[src/rtl/tcam_match_iterator_if.sv]
// Handshake bundle between the ternary match memory, the match iterator and
// the action-lookup stage. The slave modport is the iterator's view.
interface tcam_match_iterator_if #(
    parameter int N_ENTRIES = 16,
    parameter int IDX_W     = 4,
    parameter int CNT_W     = 5
);
    // Upstream: match vector from the memory
    logic [N_ENTRIES-1:0] match_vec;
    logic                 match_valid;
    logic                 match_ready;
    logic                 flush;

    // Downstream: one hit index per beat
    logic [IDX_W-1:0]     idx;
    logic                 idx_valid;
    logic                 idx_ready;
    logic                 idx_last;
    logic [CNT_W-1:0]     hit_count;
    logic                 miss;

    // Driver side: memory upstream plus the consumer's ready
    modport master (
        output match_vec, match_valid, flush, idx_ready,
        input  match_ready, idx, idx_valid, idx_last, hit_count, miss
    );

    // Iterator side
    modport slave (
        input  match_vec, match_valid, flush, idx_ready,
        output match_ready, idx, idx_valid, idx_last, hit_count, miss
    );
endinterface

[src/rtl/tcam_match_iterator.sv]
// Walks a TCAM match vector and emits every matching entry index, lowest
// first, one per idx handshake beat. Flags the last hit, reports the hit
// count of the accepted vector and pulses miss for an all-zero vector.
module tcam_match_iterator #(
    parameter int N_ENTRIES = 16,
    parameter int IDX_W     = 4,
    parameter int CNT_W     = 5
) (
    input  logic                 clk,
    input  logic                 rst,
    tcam_match_iterator_if.slave bus
);

    typedef enum logic {
        IDLE = 1'b0,
        BUSY = 1'b1
    } state_t;

    state_t               state_q, state_d;
    logic [N_ENTRIES-1:0] pending_q, pending_d;
    logic [IDX_W-1:0]     idx_q, idx_d;
    logic                 idx_valid_q, idx_valid_d;
    logic                 idx_last_q, idx_last_d;
    logic [CNT_W-1:0]     hit_count_q, hit_count_d;
    logic                 miss_q, miss_d;
    logic                 accept;
    logic                 beat;

    // Position of the lowest set bit; 0 for an empty vector.
    function automatic logic [IDX_W-1:0] lowest_set(input logic [N_ENTRIES-1:0] v);
        logic [IDX_W-1:0] pos;
        pos = '0;
        // Scan downwards so the lowest set bit is the last one written.
        for (int i = N_ENTRIES - 1; i >= 0; i--) begin
            if (v[i]) pos = IDX_W'(i);
        end
        return pos;
    endfunction

    // Full popcount, no saturation.
    function automatic logic [CNT_W-1:0] popcount(input logic [N_ENTRIES-1:0] v);
        logic [CNT_W-1:0] cnt;
        cnt = '0;
        for (int i = 0; i < N_ENTRIES; i++) begin
            cnt = cnt + CNT_W'(v[i]);
        end
        return cnt;
    endfunction

    // Ready only in IDLE and never while reset is asserted.
    assign bus.match_ready = (state_q == IDLE) && !rst;
    assign bus.idx         = idx_q;
    assign bus.idx_valid   = idx_valid_q;
    assign bus.idx_last    = idx_last_q;
    assign bus.hit_count   = hit_count_q;
    assign bus.miss        = miss_q;

    // Next-state logic: accept, beat consumption and flush.
    always_comb begin
        // NOTE: every signal gets a default here so no path leaves it unassigned and infers a latch.
        state_d     = state_q;
        pending_d   = pending_q;
        idx_valid_d = idx_valid_q;
        hit_count_d = hit_count_q;
        miss_d      = 1'b0;

        // A flush in IDLE suppresses a coincident vector.
        accept = bus.match_valid && bus.match_ready && !bus.flush;
        beat   = idx_valid_q && bus.idx_ready;

        if (state_q == IDLE) begin
            if (accept) begin
                hit_count_d = popcount(bus.match_vec);
                if (bus.match_vec != '0) begin
                    pending_d   = bus.match_vec;
                    idx_valid_d = 1'b1;
                    state_d     = BUSY;
                end else begin
                    miss_d = 1'b1;
                end
            end
        end else begin
            if (bus.flush) begin
                // Flush wins over a coincident beat: nothing is consumed.
                pending_d   = '0;
                idx_valid_d = 1'b0;
                state_d     = IDLE;
            end else if (beat) begin
                pending_d = pending_q & ~(N_ENTRIES'(1) << idx_q);
                if (idx_last_q) begin
                    idx_valid_d = 1'b0;
                    state_d     = IDLE;
                end
            end
        end

        // Outputs are registered, derived from the pending set of the next cycle.
        idx_d      = lowest_set(pending_d);
        idx_last_d = (popcount(pending_d) == CNT_W'(1));
    end

    // State and registered outputs, synchronous active-high reset.
    always_ff @(posedge clk) begin
        // NOTE: non-blocking assignments so every flop samples the pre-edge values.
        if (rst) begin
            state_q     <= IDLE;
            pending_q   <= '0;
            idx_q       <= '0;
            idx_valid_q <= 1'b0;
            idx_last_q  <= 1'b0;
            hit_count_q <= '0;
            miss_q      <= 1'b0;
        end else begin
            state_q     <= state_d;
            pending_q   <= pending_d;
            idx_q       <= idx_d;
            idx_valid_q <= idx_valid_d;
            idx_last_q  <= idx_last_d;
            hit_count_q <= hit_count_d;
            miss_q      <= miss_d;
        end
    end

endmodule

[src/flat_wrapper.sv]
// flat-port wrapper written by rule: the top's interface ports become plain ports
module tcam_match_iterator_flat 
#(
    parameter int N_ENTRIES = 16,
    parameter int IDX_W     = 4,
    parameter int CNT_W     = 5
)
  (clk, rst, bus_match_vec, bus_match_valid, bus_flush, bus_idx_ready, bus_match_ready, bus_idx, bus_idx_valid, bus_idx_last, bus_hit_count, bus_miss);
  tcam_match_iterator_if #(.N_ENTRIES(N_ENTRIES), .IDX_W(IDX_W), .CNT_W(CNT_W)) bus_i ();
  input  logic clk;
  input  logic rst;
  input wire logic [$bits(bus_i.match_vec)-1:0] bus_match_vec;
  input wire logic [$bits(bus_i.match_valid)-1:0] bus_match_valid;
  input wire logic [$bits(bus_i.flush)-1:0] bus_flush;
  input wire logic [$bits(bus_i.idx_ready)-1:0] bus_idx_ready;
  output wire logic [$bits(bus_i.match_ready)-1:0] bus_match_ready;
  output wire logic [$bits(bus_i.idx)-1:0] bus_idx;
  output wire logic [$bits(bus_i.idx_valid)-1:0] bus_idx_valid;
  output wire logic [$bits(bus_i.idx_last)-1:0] bus_idx_last;
  output wire logic [$bits(bus_i.hit_count)-1:0] bus_hit_count;
  output wire logic [$bits(bus_i.miss)-1:0] bus_miss;
  assign bus_i.match_vec = bus_match_vec;
  assign bus_i.match_valid = bus_match_valid;
  assign bus_i.flush = bus_flush;
  assign bus_i.idx_ready = bus_idx_ready;
  assign bus_match_ready = bus_i.match_ready;
  assign bus_idx = bus_i.idx;
  assign bus_idx_valid = bus_i.idx_valid;
  assign bus_idx_last = bus_i.idx_last;
  assign bus_hit_count = bus_i.hit_count;
  assign bus_miss = bus_i.miss;
  tcam_match_iterator #(.N_ENTRIES(N_ENTRIES), .IDX_W(IDX_W), .CNT_W(CNT_W)) u_core (.clk(clk), .rst(rst), .bus(bus_i));
endmodule
[config.mk]
export PLATFORM = sky130hd
export DESIGN_NAME = tcam_match_iterator_flat
export DESIGN_NICKNAME = d
export VERILOG_FILES = /design/src/rtl/tcam_match_iterator_if.sv /design/src/rtl/tcam_match_iterator.sv /design/src/flat_wrapper.sv
export SDC_FILE = /design/constraint.sdc
export NUM_CORES = 1
export LEC_CHECK = 0
export ABC_AREA = 1
export ABC_CLOCK_PERIOD_IN_PS = 8500
export CORE_MARGIN = 3
export CORE_UTILIZATION = 35
export DETAILED_ROUTE_END_ITERATION = 10
export HOLD_SLACK_MARGIN = 0.05
export MAX_ROUTING_LAYER = met4
export PLACE_DENSITY = 0.61
export SYNTH_ARGS = -nofsm -noshare
export SYNTH_HDL_FRONTEND = slang
export SYNTH_SLANG_ARGS = --single-unit
[constraint.sdc]
create_clock -name clk -period 8.5 [get_ports clk]
set_input_delay 1.7 -clock clk [delete_from_list [all_inputs] [get_ports clk]]
set_output_delay 1.7 -clock clk [all_outputs]
set_load 0.02 [all_outputs]
==> results.md <==
* Vias in the first global route at 1,839
* CTS clock-pin slew for the worst setup and hold paths at 0.07 ns
* Max-slew violation total from the final report at 0
* Proportion of netlist area held by the largest area contributor at 0.253
* Clock skew at 0.00799 ns
* Highest clock frequency the design can meet at 0.146 GHz
* RSZ-0062 raised after global routing: no
* Sequential share of the synthesized area at 0.253
* Max Buffers Root-to-Sink at 2
* Kind of cell adding the most delay to the critical path: adder cells
* Path type of the worst min-delay path: reg -> reg
* Startpoint of the worst hold path: u_core.bus.hit_count[1]$_SDFFE_PP0P_
* Netlist cell types at 38
* Worst-margin pin slew at 0.679 ns
* EDFF count, synth at 0
* Quantity of gates resized following cts at 0
* Floorplan die width at 87.0 um
* Initial drt markers at 138
* Clock tree from TritonCTS: built
* Setup violation total in the final timing report at 0
* Hold buffer count at cts at 0
* Cells after synthesis at 297
* Vias at 1,939
* Leading cell types by total area after synthesis: dfxtp_1 (25%), fa_1 (17%), nand2_1 (9.0%), inv_1 (8.2%), ha_1 (6.5%)
* Crit path buf inv count at 4
* Sum of routed wire length over all layers at 5700 um
* Net Count, Synth at 350
* Startpoint class of the critical path: input port
* Final routed DRC violation total at 0
* Fraction of final layout cells sized beyond drive strength 1 at 0.105
* Total I/O pin count at 34
* Clock sink total at 29
* Leakage power figure at 1.24 nW
* DIE AREA at 7570 um^2
* Synth-to-Final Area Change at 21.2%
* All-Layer GR Usage at 0.169
* Initial core utilization at 0.375
* Routability-driven placement congestion ratio at 0.821
* Number of placement rows at 28
* Minimum clock period at 6.87 ns
* Library cell occupying the most area in the post-synthesis netlist: dfxtp_1
* Total number of H-tree levels at 2
* Antenna diodes at 0
* Ys Warns at 0
* Finished layout cell area at 2790 um^2
* Routed wire length per instance at 13.9 um
* Drt via density at 4.74
* Register bit total from synthesis at 29
* Setup_tns at 0 ns
* Post-detailed-placement cell area at 2680 um^2
* Wire length of the first global-routing pass at 9420 um
* Run status: complete, no violations
* List of most frequent post-synthesis cells: nand2_1 (55), inv_1 (50), nor2_1 (35), dfxtp_1 (29), o21ai_0 (24)
* IO buf count at 33
* Nature of the critical path endpoint: register
* Hold Fails Final Rpt at 0
* Worst-path maximum fanout at 14
* TritonCTS Buffers at 5
* Fraction of registers with async set/reset at 0
* Detailed placer's ending HPWL at 4680 um
* Total of fill cells in the finished design at 624
* Die Y at 87.0 um
* Cell total after placement at 401
* Initial antenna violation count at 0
* Source of the critical timing path: bus_match_vec[1]
* Cell with the most instances after synthesis: nand2_1
* Syn Std Cell Area at 2300 um^2
* Overflow left after global routing at 0
* Sequential cell area at 581 um^2
* Pwr/cell area at 181 nW/um^2
* Clock root buffer: clkbuf_8
* Primary FF master, synth: dfxtp_1
* Skew-Pair Late Insertion Delay at 0.28 ns
* Classification of the worst setup path: in -> reg
* Critical path required time at 8.66 ns
* Data arrival, critical path at 7.03 ns
* Max rail drop VDD at 124 uV
* Final std cells w/o fill at 409
* Detailed Routing Iterations Pass 1 at 5
* Avg Synthesized Cell Area at 7.73 um^2
* Max stage delay cell, worst path: fa_1
* Cells along the critical path: clkdlybuf4s50_1 > inv_1 > ha_1 > nand2_1 > nor2_2 > nand2_1 > nand2_4 > nand2_4 > nand2_1 > nand2_1 > o21ai_0 > ha_1 > inv_1 > fa_1 > fa_1 > fa_1 > inv_1 > fa_1 > fa_1 > fa_1 > or3_1 > a2111oi_0
* Maxcap violations at 0
* Core outline area at 6130 um^2
* Pin count of the biggest net entering global routing at 20
* Fraction of the cycle the final worst path needs at 0.808
* Postcts setup bufs at 0
* Number of nets in the final layout at 386
* Antenna-violating nets left at 0
* Max_slew headroom at 0.543
* Most common cell on crit path: fa_1
* Startpoint of the worst-slack reg-to-reg timing path: u_core.state_q$_SDFF_PP0_
* Max stage delay on crit path at 0.51 ns
* Footprint of the multi-input gates at 1460 um^2
## cell usage in the layout (no fill, tap or decap), types with 2 or more instances in the layout
master / synthesis / final
a21oi_1: 6 / 6
a21oi_2: 2 / 2
a22oi_1: 2 / 2
a22oi_2: 2 / 2
a31oi_1: 3 / 3
clkbuf_8: 0 / 7
clkdlybuf4s50_1: 0 / 33
dfxtp_1: 29 / 29
fa_1: 20 / 20
ha_1: 12 / 12
inv_1: 50 / 50
inv_2: 5 / 5
nand2_1: 55 / 55
nand2_4: 3 / 3
nand3_1: 15 / 15
nor2_1: 35 / 35
nor2_2: 6 / 6
nor4_1: 2 / 2
o21ai_0: 24 / 24
o21ai_1: 4 / 4
## worst register-to-register path: stages (launching register included)
cell and delay (ns):
dfxtp_1 0.34, nor2_4 0.16, nand3_4 0.14, clkinv_4 0.12
nand2_4 0.12, nand2_4 0.17, nand2_1 0.07, nand2_1 0.05
o21ai_0 0.13, ha_1 0.31, inv_1 0.04, fa_1 0.47
fa_1 0.50, fa_1 0.51, inv_1 0.05, fa_1 0.44
fa_1 0.41, fa_1 0.43, or3_1 0.36, a2111oi_0 0.25
## cell families (layout without fill, tap and decap cells)
logic type / count (synthesis) / after routing / synth area share
AND/OR/NAND/NOR: 125 / 125 / 0.253
buffers and inverters: 61 / 98 / 0.113
AO/OA/AOI/OAI: 48 / 48 / 0.134
adder cells (fa/ha/maj): 32 / 32 / 0.240
flip-flops: 29 / 29 / 0.253
XOR/XNOR: 2 / 2 / 0.00763
## per-layer routing
metal / up-vias / track usage / routed length [um]
li1: 1008 / - / -
met1: 858 / 0.238 / 2780
met2: 65 / 0.246 / 2500
met3: 8 / 0.0312 / 332
met4: 0 / 0.0496 / 89
met5: - / - / 0
## stage by stage
step / hold slack, ns / total power (W) / worst slack (ns) / util
global placement: 0.470 / 0.000377 / 1.37 / 0.438
detailed placement: 0.479 / 0.000379 / 1.34 / 0.438
floorplan: 0.479 / 0.000309 / 2.03 / -
global route: 0.527 / 0.000546 / 1.26 / 0.454
CTS: 0.493 / 0.000507 / 1.62 / 0.454
finish: 0.486 / 0.000503 / 1.63 / 0.454
## power by group
group          leakage [nW]  total (W)  switching [W]  internal [W]
clock                0.0542   0.000126      0.0000534     0.0000731
sequential            0.236   0.000157      0.0000104      0.000147
combinational         0.949   0.000219       0.000126     0.0000934
## sequential cells by signal (all words and copies together) (netlist names)
register and count:
u_core.bus.idx_valid 1, u_core.state_q 1, u_core.bus.hit_count 5, u_core.bus.miss 1, u_core.bus.idx_last 1, u_core.pending_q 16
u_core.bus.idx 4
## final cells by class
cell class,count,share of cell area
clock inverter,1,0.00180
timing repair buffer,34,0.121
sequential,29,0.208
multi-input combinational,207,0.523
tap,75,0.0337
clock buffer,7,0.0346
inverter,56,0.0773
## final timing paths
kind                                     endpoint  slack [ns]  depth (start not counted)
max                u_core.bus.idx_last$_SDFF_PP0_        1.63                         22
min          u_core.bus.hit_count[1]$_SDFFE_PP0P_        0.49                          2
max reg2reg        u_core.bus.idx_last$_SDFF_PP0_        3.31                         19
min reg2reg  u_core.bus.hit_count[1]$_SDFFE_PP0P_        0.49                          2
(Power assumes the default switching activity.)
